**src/rtl/add_pkg.sv**
```systemverilog
// ---------------------------------------------------------------------------
// add_pkg
// Shared definitions for the adder result stage:
//   ADD_WIDTH   - datapath width of the upstream ripple adder
//   add_flags_t - status flags registered alongside each result
//   state_t     - occupancy of the two-entry skid buffer
// ---------------------------------------------------------------------------
package add_pkg;

   localparam int ADD_WIDTH = 32;

   typedef struct packed {
      logic carry;
      logic zero;
      logic neg;
      logic ovf;
   } add_flags_t;

   // EMPTY: nothing held, ONE: main register valid, FULL: main and skid valid
   typedef enum logic [1:0] {
      EMPTY = 2'd0,
      ONE   = 2'd1,
      FULL  = 2'd2
   } state_t;

endpackage

```
**src/rtl/add_flag_gen.sv**
```systemverilog
// ---------------------------------------------------------------------------
// add_flag_gen
// Combinational status flags for an adder result.
// Ports:
//   sum    in  WIDTH  adder sum
//   a_msb  in  1      sign bit of operand A
//   b_msb  in  1      sign bit of operand B
//   zero   out 1      sum is all zeros
//   neg    out 1      sign bit of sum
//   ovf    out 1      signed overflow
// ---------------------------------------------------------------------------
module add_flag_gen
   import add_pkg::*;
#(
   parameter int WIDTH = ADD_WIDTH
) (
   input  logic [WIDTH-1:0] sum,
   input  logic             a_msb,
   input  logic             b_msb,
   output logic             zero,
   output logic             neg,
   output logic             ovf
);

   // Signed overflow happens only when both operands share a sign and the
   // result's sign differs from it; this also covers a carry-in of one.
   always_comb begin
      zero = ~|sum;
      neg  = sum[WIDTH-1];
      ovf  = (a_msb == b_msb) & (sum[WIDTH-1] != a_msb);
   end

endmodule

```
**src/rtl/add_result_stage.sv**
```systemverilog
// ---------------------------------------------------------------------------
// add_result_stage
// Registered output stage behind the 32-bit ripple adder. Captures sum, carry
// and derived flags, presents them on a valid/ready interface, and uses a
// two-entry skid buffer so in_ready is a pure register output.
// Ports:
//   clk, reset            clock, synchronous active-high reset
//   in_valid / in_ready   upstream handshake (in_ready registered)
//   in_sum, in_carry      adder result
//   in_a_msb, in_b_msb    operand sign bits for overflow detection
//   out_valid / out_ready downstream handshake
//   out_sum, out_carry,
//   out_zero, out_neg,
//   out_ovf               registered result and flags
//   acc_count             accepted-input counter, wraps modulo 2^CNT_WIDTH
// ---------------------------------------------------------------------------
module add_result_stage
   import add_pkg::*;
#(
   parameter int WIDTH     = ADD_WIDTH,
   parameter int CNT_WIDTH = 16
) (
   input  logic                 clk,
   input  logic                 reset,
   input  logic                 in_valid,
   output logic                 in_ready,
   input  logic [WIDTH-1:0]     in_sum,
   input  logic                 in_carry,
   input  logic                 in_a_msb,
   input  logic                 in_b_msb,
   output logic                 out_valid,
   input  logic                 out_ready,
   output logic [WIDTH-1:0]     out_sum,
   output logic                 out_carry,
   output logic                 out_zero,
   output logic                 out_neg,
   output logic                 out_ovf,
   output logic [CNT_WIDTH-1:0] acc_count
);

   logic             flag_zero;
   logic             flag_neg;
   logic             flag_ovf;
   add_flags_t       in_flags;

   state_t           state;
   logic [WIDTH-1:0] main_sum;
   logic [WIDTH-1:0] skid_sum;
   add_flags_t       main_flags;
   add_flags_t       skid_flags;
   logic             accept;
   logic             consume;

   add_flag_gen #(
      .WIDTH (WIDTH)
   ) u_flag_gen (
      .sum   (in_sum),
      .a_msb (in_a_msb),
      .b_msb (in_b_msb),
      .zero  (flag_zero),
      .neg   (flag_neg),
      .ovf   (flag_ovf)
   );

   // Bundle the incoming flags and decode both handshakes.
   always_comb begin
      in_flags.carry = in_carry;
      in_flags.zero  = flag_zero;
      in_flags.neg   = flag_neg;
      in_flags.ovf   = flag_ovf;
      accept         = in_valid & in_ready;
      consume        = out_valid & out_ready;
   end

   // Skid buffer state machine. The main register always feeds out_*; the
   // skid register only holds the second entry while FULL. out_valid and
   // in_ready are registered from the next state so neither depends
   // combinationally on the opposite handshake.
   always_ff @(posedge clk) begin
      if (reset) begin
         state      <= EMPTY;
         out_valid  <= 1'b0;
         in_ready   <= 1'b1;
         main_sum   <= '0;
         skid_sum   <= '0;
         main_flags <= '0;
         skid_flags <= '0;
      end else begin
         case (state)
            EMPTY: begin
               if (accept) begin
                  main_sum   <= in_sum;
                  main_flags <= in_flags;
                  state      <= ONE;
                  out_valid  <= 1'b1;
                  in_ready   <= 1'b1;
               end
            end
            ONE: begin
               if (accept && consume) begin
                  main_sum   <= in_sum;
                  main_flags <= in_flags;
                  state      <= ONE;
                  out_valid  <= 1'b1;
                  in_ready   <= 1'b1;
               end else if (accept) begin
                  skid_sum   <= in_sum;
                  skid_flags <= in_flags;
                  state      <= FULL;
                  out_valid  <= 1'b1;
                  in_ready   <= 1'b0;
               end else if (consume) begin
                  state      <= EMPTY;
                  out_valid  <= 1'b0;
                  in_ready   <= 1'b1;
               end
            end
            FULL: begin
               if (consume) begin
                  main_sum   <= skid_sum;
                  main_flags <= skid_flags;
                  state      <= ONE;
                  out_valid  <= 1'b1;
                  in_ready   <= 1'b1;
               end
            end
            default: begin
               state      <= EMPTY;
               out_valid  <= 1'b0;
               in_ready   <= 1'b1;
            end
         endcase
      end
   end

   // Accepted-result counter; natural binary wrap from all-ones to zero.
   always_ff @(posedge clk) begin
      if (reset) begin
         acc_count <= '0;
      end else if (accept) begin
         acc_count <= acc_count + 1'b1;
      end
   end

   // The main register is the architectural output.
   always_comb begin
      out_sum   = main_sum;
      out_carry = main_flags.carry;
      out_zero  = main_flags.zero;
      out_neg   = main_flags.neg;
      out_ovf   = main_flags.ovf;
   end

endmodule

```
**config.mk**
```make
export PLATFORM = sky130hd
export DESIGN_NAME = add_result_stage
export DESIGN_NICKNAME = d
export VERILOG_FILES = /design/src/rtl/add_pkg.sv /design/src/rtl/add_flag_gen.sv /design/src/rtl/add_result_stage.sv
export SDC_FILE = /design/constraint.sdc
export NUM_CORES = 1
export LEC_CHECK = 0
export ABC_AREA = 1
export BUFFER_PORTS_ARGS = -buffer_cell sky130_fd_sc_hd__buf_2
export CAP_MARGIN = 40
export CELL_PAD_IN_SITES_DETAIL_PLACEMENT = 2
export CELL_PAD_IN_SITES_GLOBAL_PLACEMENT = 2
export CORE_MARGIN = 2
export CORE_UTILIZATION = 32
export CTS_BUF_LIST = sky130_fd_sc_hd__clkbuf_8
export CTS_CLUSTER_DIAMETER = 120
export DETAILED_ROUTE_END_ITERATION = 12
export GPL_ROUTABILITY_DRIVEN = 0
export PLACE_DENSITY_LB_ADDON = 0.2
export SYNTH_ARGS = -nofsm -noshare
export SYNTH_HDL_FRONTEND = slang
export SYNTH_SLANG_ARGS = --single-unit
```
**constraint.sdc**
```tcl
create_clock -name clk -period 3.36 [get_ports clk]
set_clock_uncertainty 0.2 [all_clocks]
set_input_delay 0.672 -clock clk [delete_from_list [all_inputs] [get_ports clk]]
set_output_delay 0.672 -clock clk [all_outputs]
set_load 0.05 [all_outputs]
```
## Word level (Yosys, flattened, before mapping)

Cells that the tools add are included.

| operators by class | value |
|---|---|
| reduce and logical (&&, ||, !) cells | 8 |
| multiplexer cells | 24 |
| add/sub/neg operators | 1 |
| bitwise logic cells | 4 |
| equality and inequality tests | 8 |

Operators by type and width:

| kind | number |
|---|---|
| 32-bit 2-to-1 mux | 3 |
| 32-bit case mux with 3 select lines | 1 |
| 32-bit OR reduction | 1 |
| 16-bit by 1-bit adder with 16-bit output, second input constant | 1 |
| 4-bit 2-to-1 mux | 3 |
| 4-bit case mux with 3 select lines | 1 |
| 2-bit 2-to-1 mux | 5 |
| 1-bit 2-to-1 mux | 8 |
| 2-bit != test, second input constant | 3 |
| 1-bit case mux with 3 select lines | 2 |
| 2-bit case mux with 3 select lines | 1 |
| 3-bit AND reduction | 2 |
| 4-bit != test, second input constant | 1 |
| 4-bit AND reduction | 1 |
| 1-bit bitwise AND | 3 |
| 3-bit nonzero test | 1 |
| 2-bit by 1-bit == test with 1-bit output, second input constant | 1 |
| 2-bit == test, second input constant | 1 |
| 2-bit zero test | 1 |
| 1-bit == test | 1 |
| 1-bit logical AND | 1 |
| 1-bit zero test | 1 |
| 1-bit != test | 1 |
| 1-bit inverter | 1 |

| word-level totals | value |
|---|---|
| output and inout port bits | 54 |
| register bits | 92 |
| logic and storage cells | 59 |

## Depth between registers and ports, before layout

| depth | value |
|---|---|
| depth in word-level cells | 5 |
| mapped depth | 9 |
| mapped depth without buffers | 9 |

## Hierarchy

From an unflattened synthesis, not the netlist that was laid out.

| unflattened totals | value |
|---|---|
| cells, all modules | 638 |
| area total of the unflattened synthesis | 4,390.5 µm² |

Modules (own cells, without submodules):

| module | instances | cells an instance | seq. area each (µm²) | area each (µm²) |
|---|---|---|---|---|
| add_result_stage | 1 | 601 | 1,841.8 | 4,241.6 |
| add_flag_gen | 1 | 37 | 0.0 | 148.9 |

## Least setup slack after synthesis

No wires, ideal clock.

| timing | value |
|---|---|
| kind | register to register |
| start point | reg in_ready |
| end point | reg main_sum[10], in the netlist out_sum[10] |
| setup slack | 1.440 ns |
| stages on the path, launching flop included | 9 |
| period minus slack after synthesis | 1.920 ns |
| arrival | 1.588 ns |
| setup time | 0.132 ns |
| buffers on the path | 1 |
| required time | 3.028 ns |
| cell sequence | dfxtp_1 nand2_2 inv_2 nor2_4 nor2_8 nand2_4 buf_4 nand2_1 a21oi_1 |

| on the way | value |
|---|---|
| cells in the longest elaborated chain, start to end | 4 |

RTL lines:

| item | RTL line | RTL |
|---|---|---|
| start: declaration | add_result_stage.sv:26 | `output logic in_ready,` |
| start signal: assignment | add_result_stage.sv:83 | `in_ready <= 1'b1;` |
| start signal: assignment | add_result_stage.sv:96 | `in_ready <= 1'b1;` |
| start signal: assignment | add_result_stage.sv:105 | `in_ready <= 1'b1;` |
| 1-bit bitwise AND * | add_result_stage.sv:71 | `accept = in_valid & in_ready;` |
| 1-bit logical AND | add_result_stage.sv:100 | `if (accept && consume) begin` |
| 2-bit != test (no source line) | - |  |
| 4-bit AND reduction (no source line) * | - |  |
| end signal: assignment | add_result_stage.sv:92 | `main_sum <= in_sum;` |
| end signal: assignment | add_result_stage.sv:101 | `main_sum <= in_sum;` |
| end signal: assignment | add_result_stage.sv:120 | `main_sum <= skid_sum;` |
| end: declaration | add_result_stage.sv:47 | `logic [WIDTH-1:0] main_sum;` |

Mark *: on every way between the ends. The rest lies on a longest branch, timed or not.
A chain may end at the register's enable or synchronous reset.

## Final worst setup path

| timing | value |
|---|---|
| start point | reg state[1] |
| end point | reg main_sum[24], in the netlist out_sum[24] |

| on the way | value |
|---|---|
| cells in the longest elaborated chain, start to end | 3 |

RTL lines:

| item | RTL line | RTL |
|---|---|---|
| start: declaration | add_result_stage.sv:46 | `state_t state;` |
| start signal: assignment | add_result_stage.sv:81 | `state <= EMPTY;` |
| start signal: assignment | add_result_stage.sv:94 | `state <= ONE;` |
| start signal: assignment | add_result_stage.sv:103 | `state <= ONE;` |
| 2-bit by 1-bit == test with 1-bit output (tied with other cells) | add_result_stage.sv:89 | `case (state)` |
| 2-bit != test (no source line) or 3-bit nonzero test (tied branches) | - |  |
| 4-bit AND reduction (no source line) | - |  |

Several ways; a longest one is shown, not always the timed one.

==> results by group <==
Clock network
  – CTS root buf: clkbuf_8
  – Later-pin clock latency in the skew report: approximately 0.37 ns
  – Post-CTS Repair Setup Buffers: 0
  – Clk sinks: 90
  – Number of cells upsized or downsized after cts: 0
  – Clk pin slew, worst setup/hold paths: 0.09 ns
  – H-tree level count: 3
  – Clock Tree Buf Depth: 2
  – CTS buffer count: 9
  – TritonCTS clock tree: yes
  – # hold bufs at CTS: 0

Synth
  – Number of synthesized register bits: 90
  – Synth warn: 0
  – Synth Area per Inst: 6.67 um2
  – Post-synthesis cell count: 629
  – Mapped Nets: just under 700
  – Seq/Total Area, Yosys: 42.9%
  – Count of cell types in the netlist: 25
  – Synthesized cell area: 4200 um2

Placement
  – DP Area: between 4000 and 5000 um2
  – HPWL after DPL: between 9 and 10 mm
  – I/O Buffers: roughly 90
  – Inst Count DP: just under 900

Setup path
  – Crit-path slowest cell: nor2_8
  – Worst Setup SP: state[1]
  – Crit path buffers/inverters: 1
  – Crit path max-delay family: simple AND/OR/NAND/NOR gates
  – Reg2reg end: out_sum[24]
  – RR Startpoint: state[1]
  – Register-to-register setup slack: about 0.93 ns
  – Critical-path cell list: inv_1, ha_1, nand2_1, nand2_1, nor2_8, nand2_4, nand2_1, a21oi_1
  – Slowest cell delay on critical path: 0.44 ns
  – WP depth: 8
  – CP required: roughly 3.4 ns
  – CP most frequent cell: nand2_1
  – Critical Path Fanout Max: 37
  – Worst R2R Path Depth: 8
  – CP Capture Type: register
  – Setup Crit Path Kind: register to register
  – Critical Path Sink: out_sum[24]
  – CP Launch Type: register
  – WP data arrival: ~2.5 ns

Floorplan
  – Core area: 12700 um2
  – Height of the die: between 100 and 150 um
  – Rows: 41
  – Die width: between 100 and 150 um
  – Die ar.: 14100 um2
  – Top Ports: 93
  – Initial Util: 33.0%

Finish
  – Most frequent cells in the layout: nand2_1, nor2_1, buf_2, dfxtp_1, a21oi_1
  – P&R area growth vs syn: 17.5%
  – Post-layout util: 38.8%
  – Number of fill cells: roughly 1600
  – Fin cells: about 900
  – # nets final: 750
  – Design Area, Final: 4930 um2
  – Multi-input logic area: 2050 um2
  – Most common cell after layout, fill and taps aside: nand2_1
  – N_diodes: 0
  – Register Area: 1800 um2
  – Share of cells above drive strength 1: 17.5%

Drt
  – Post-DRT Antenna Nets: 0
  – Routed length per instance: between 15 and 20 um
  – Overall routed net length: 14.0 mm
  – Via Count: 4325
  – Drt drc: 0
  – DRT iter0 DRCs: 150
  – Vias per cell: 4.90
  – DR pass1 iterations: 4

Global route
  – Number of antenna violations at the first check in global routing: 0
  – Overall Global Routing Usage: about a fifth
  – Largest net degree at the start of global routing: 40
  – Global route overflow: 0
  – Vias in the first global route: about 4700
  – First-pass GRT wire length: around 24 mm

Power
  – Leakage power: 2.40 nW
  – PwrDens: 911 nW/um2
  – Worst ir drop on vdd: 0.383 mV

Timing
  – Final hold slack: between 0.2 and 0.3 ns
  – Final setup violation count: 0
  – Worst-margin pin slew: around 0.72 ns
  – Final Hold Viols: 0
  – Fmax: 0.412 GHz
  – Slew margin rel.: between 50 and 60%
  – RSZ-0062 raised after global routing: false
  – Max Slew Vio Count: 0
  – Fin crit share: between 70% and 80%
  – Fin crit period: 2.43 ns
  – Setup TNS: 0 ns

Run status
  – Status: finished, final reports clean

Min path
  – HP Class: register to register

Run
  – Max-Cap Viols: 0
-- cells in the mapped netlist --
cell | count | area (um2)
nand2_1 | 187 | 702
nor2_1 | 122 | 458
dfxtp_1 | 90 | 1800
a21oi_1 | 46 | 230
nand3_1 | 41 | 205
o21ai_0 | 38 | 190
inv_1 | 36 | 135
clkbuf_1 | 17 | 63.8
o21ai_1 | 11 | 55.1
buf_4 | 7 | 52.6
buf_6 | 7 | 78.8
ha_1 | 6 | 75.1
nand4_1 | 5 | 31.3
inv_2 | 4 | 15.0
buf_2 | 2 | 10.0
nand2_2 | 1 | 6.26
nand2_4 | 1 | 11.3
nor2_2 | 1 | 6.26
nor2_4 | 1 | 11.3
nor2_8 | 1 | 20.0
nor3_1 | 1 | 5.00
nor3_2 | 1 | 10.0
nor3b_1 | 1 | 7.51
o21a_1 | 1 | 7.51
o21ai_2 | 1 | 8.76
-- logic make-up (layout without fill, tap and decap cells) --
kind of cell | Yosys count | in the layout | synth area share (%)
compound gates | 97 | 97 | 11.7
flops | 90 | 90 | 42.9
buf+inv | 73 | 154 | 8.46
fa+ha+maj | 6 | 6 | 1.79
simple gates | 363 | 363 | 35.1
-- registers in the layout, summed over array words and instances (netlist names) --
register / cells
skid_sum: 31
out_ovf: 1
out_valid: 1
state: 2
skid_flags: 4
out_zero: 1
out_carry: 1
acc_count: 16
in_ready: 1
out_sum: 32
-- power breakdown --
group	total (W)	leakage (nW)	internal, W	switching, W
combinational	0.00223	1.55	0.000517	0.00172
sequential	0.00150	0.734	0.00134	0.000165
clock	0.000760	0.110	0.000367	0.000393
-- layer usage --
layer | routed length (um) | global-route usage [%] | vias to the layer above | part of all wire (%)
met1 | 6220 | 25.3 | 2115 | 44
met3 | 394 | 3.19 | 14 | 2.8
li1 | - | - | 2129 | -
met4 | 185 | 6.40 | 0 | 1.3
met5 | 0 | 0 | - | 0
met2 | 7220 | 37.5 | 67 | 51
-- worst register-to-register path, cell delays in order (launching register included) --
cell and delay, ns:
dfxtp_1 0.41, inv_1 0.11, ha_1 0.25, nand2_1 0.11, nand2_1 0.14, nor2_8 0.44
nand2_4 0.38, nand2_1 0.18, a21oi_1 0.08
-- cell type report --
cell class	instances	share of cell area, %
clock buffer	14	3.91
multi-input combinational	466	41.5
inverter	40	3.04
clock inverter	2	0.178
tap	172	4.36
sequential	90	36.5
timing repair buffer	98	10.5
-- how the worst min path moves through the flow --
stage            startpoint           end  slack (ns)  depth (start not counted)
2_1_floorplan  skid_sum[19]  skid_sum[19]        0.26                          2
3_3_place_gp    out_sum[22]   out_sum[22]        0.25                          2
3_5_place_dp    out_sum[11]   out_sum[11]        0.26                          2
4_1_cts         out_sum[11]   out_sum[11]        0.27                          2
5_1_grt         out_sum[14]   out_sum[14]        0.29                          2
6_report        out_sum[12]   out_sum[12]        0.27                          2
-- stage by stage --
step	setup slack [ns]	total power, W
final	0.934	0.00450
after global routing	0.663	0.00484
after CTS	0.842	0.00459
after detailed placement	0.778	0.00378
after global placement	0.847	0.00370
after floorplan	1.44	0.00328
No activity file was read; power rests on OpenSTA's default activity.
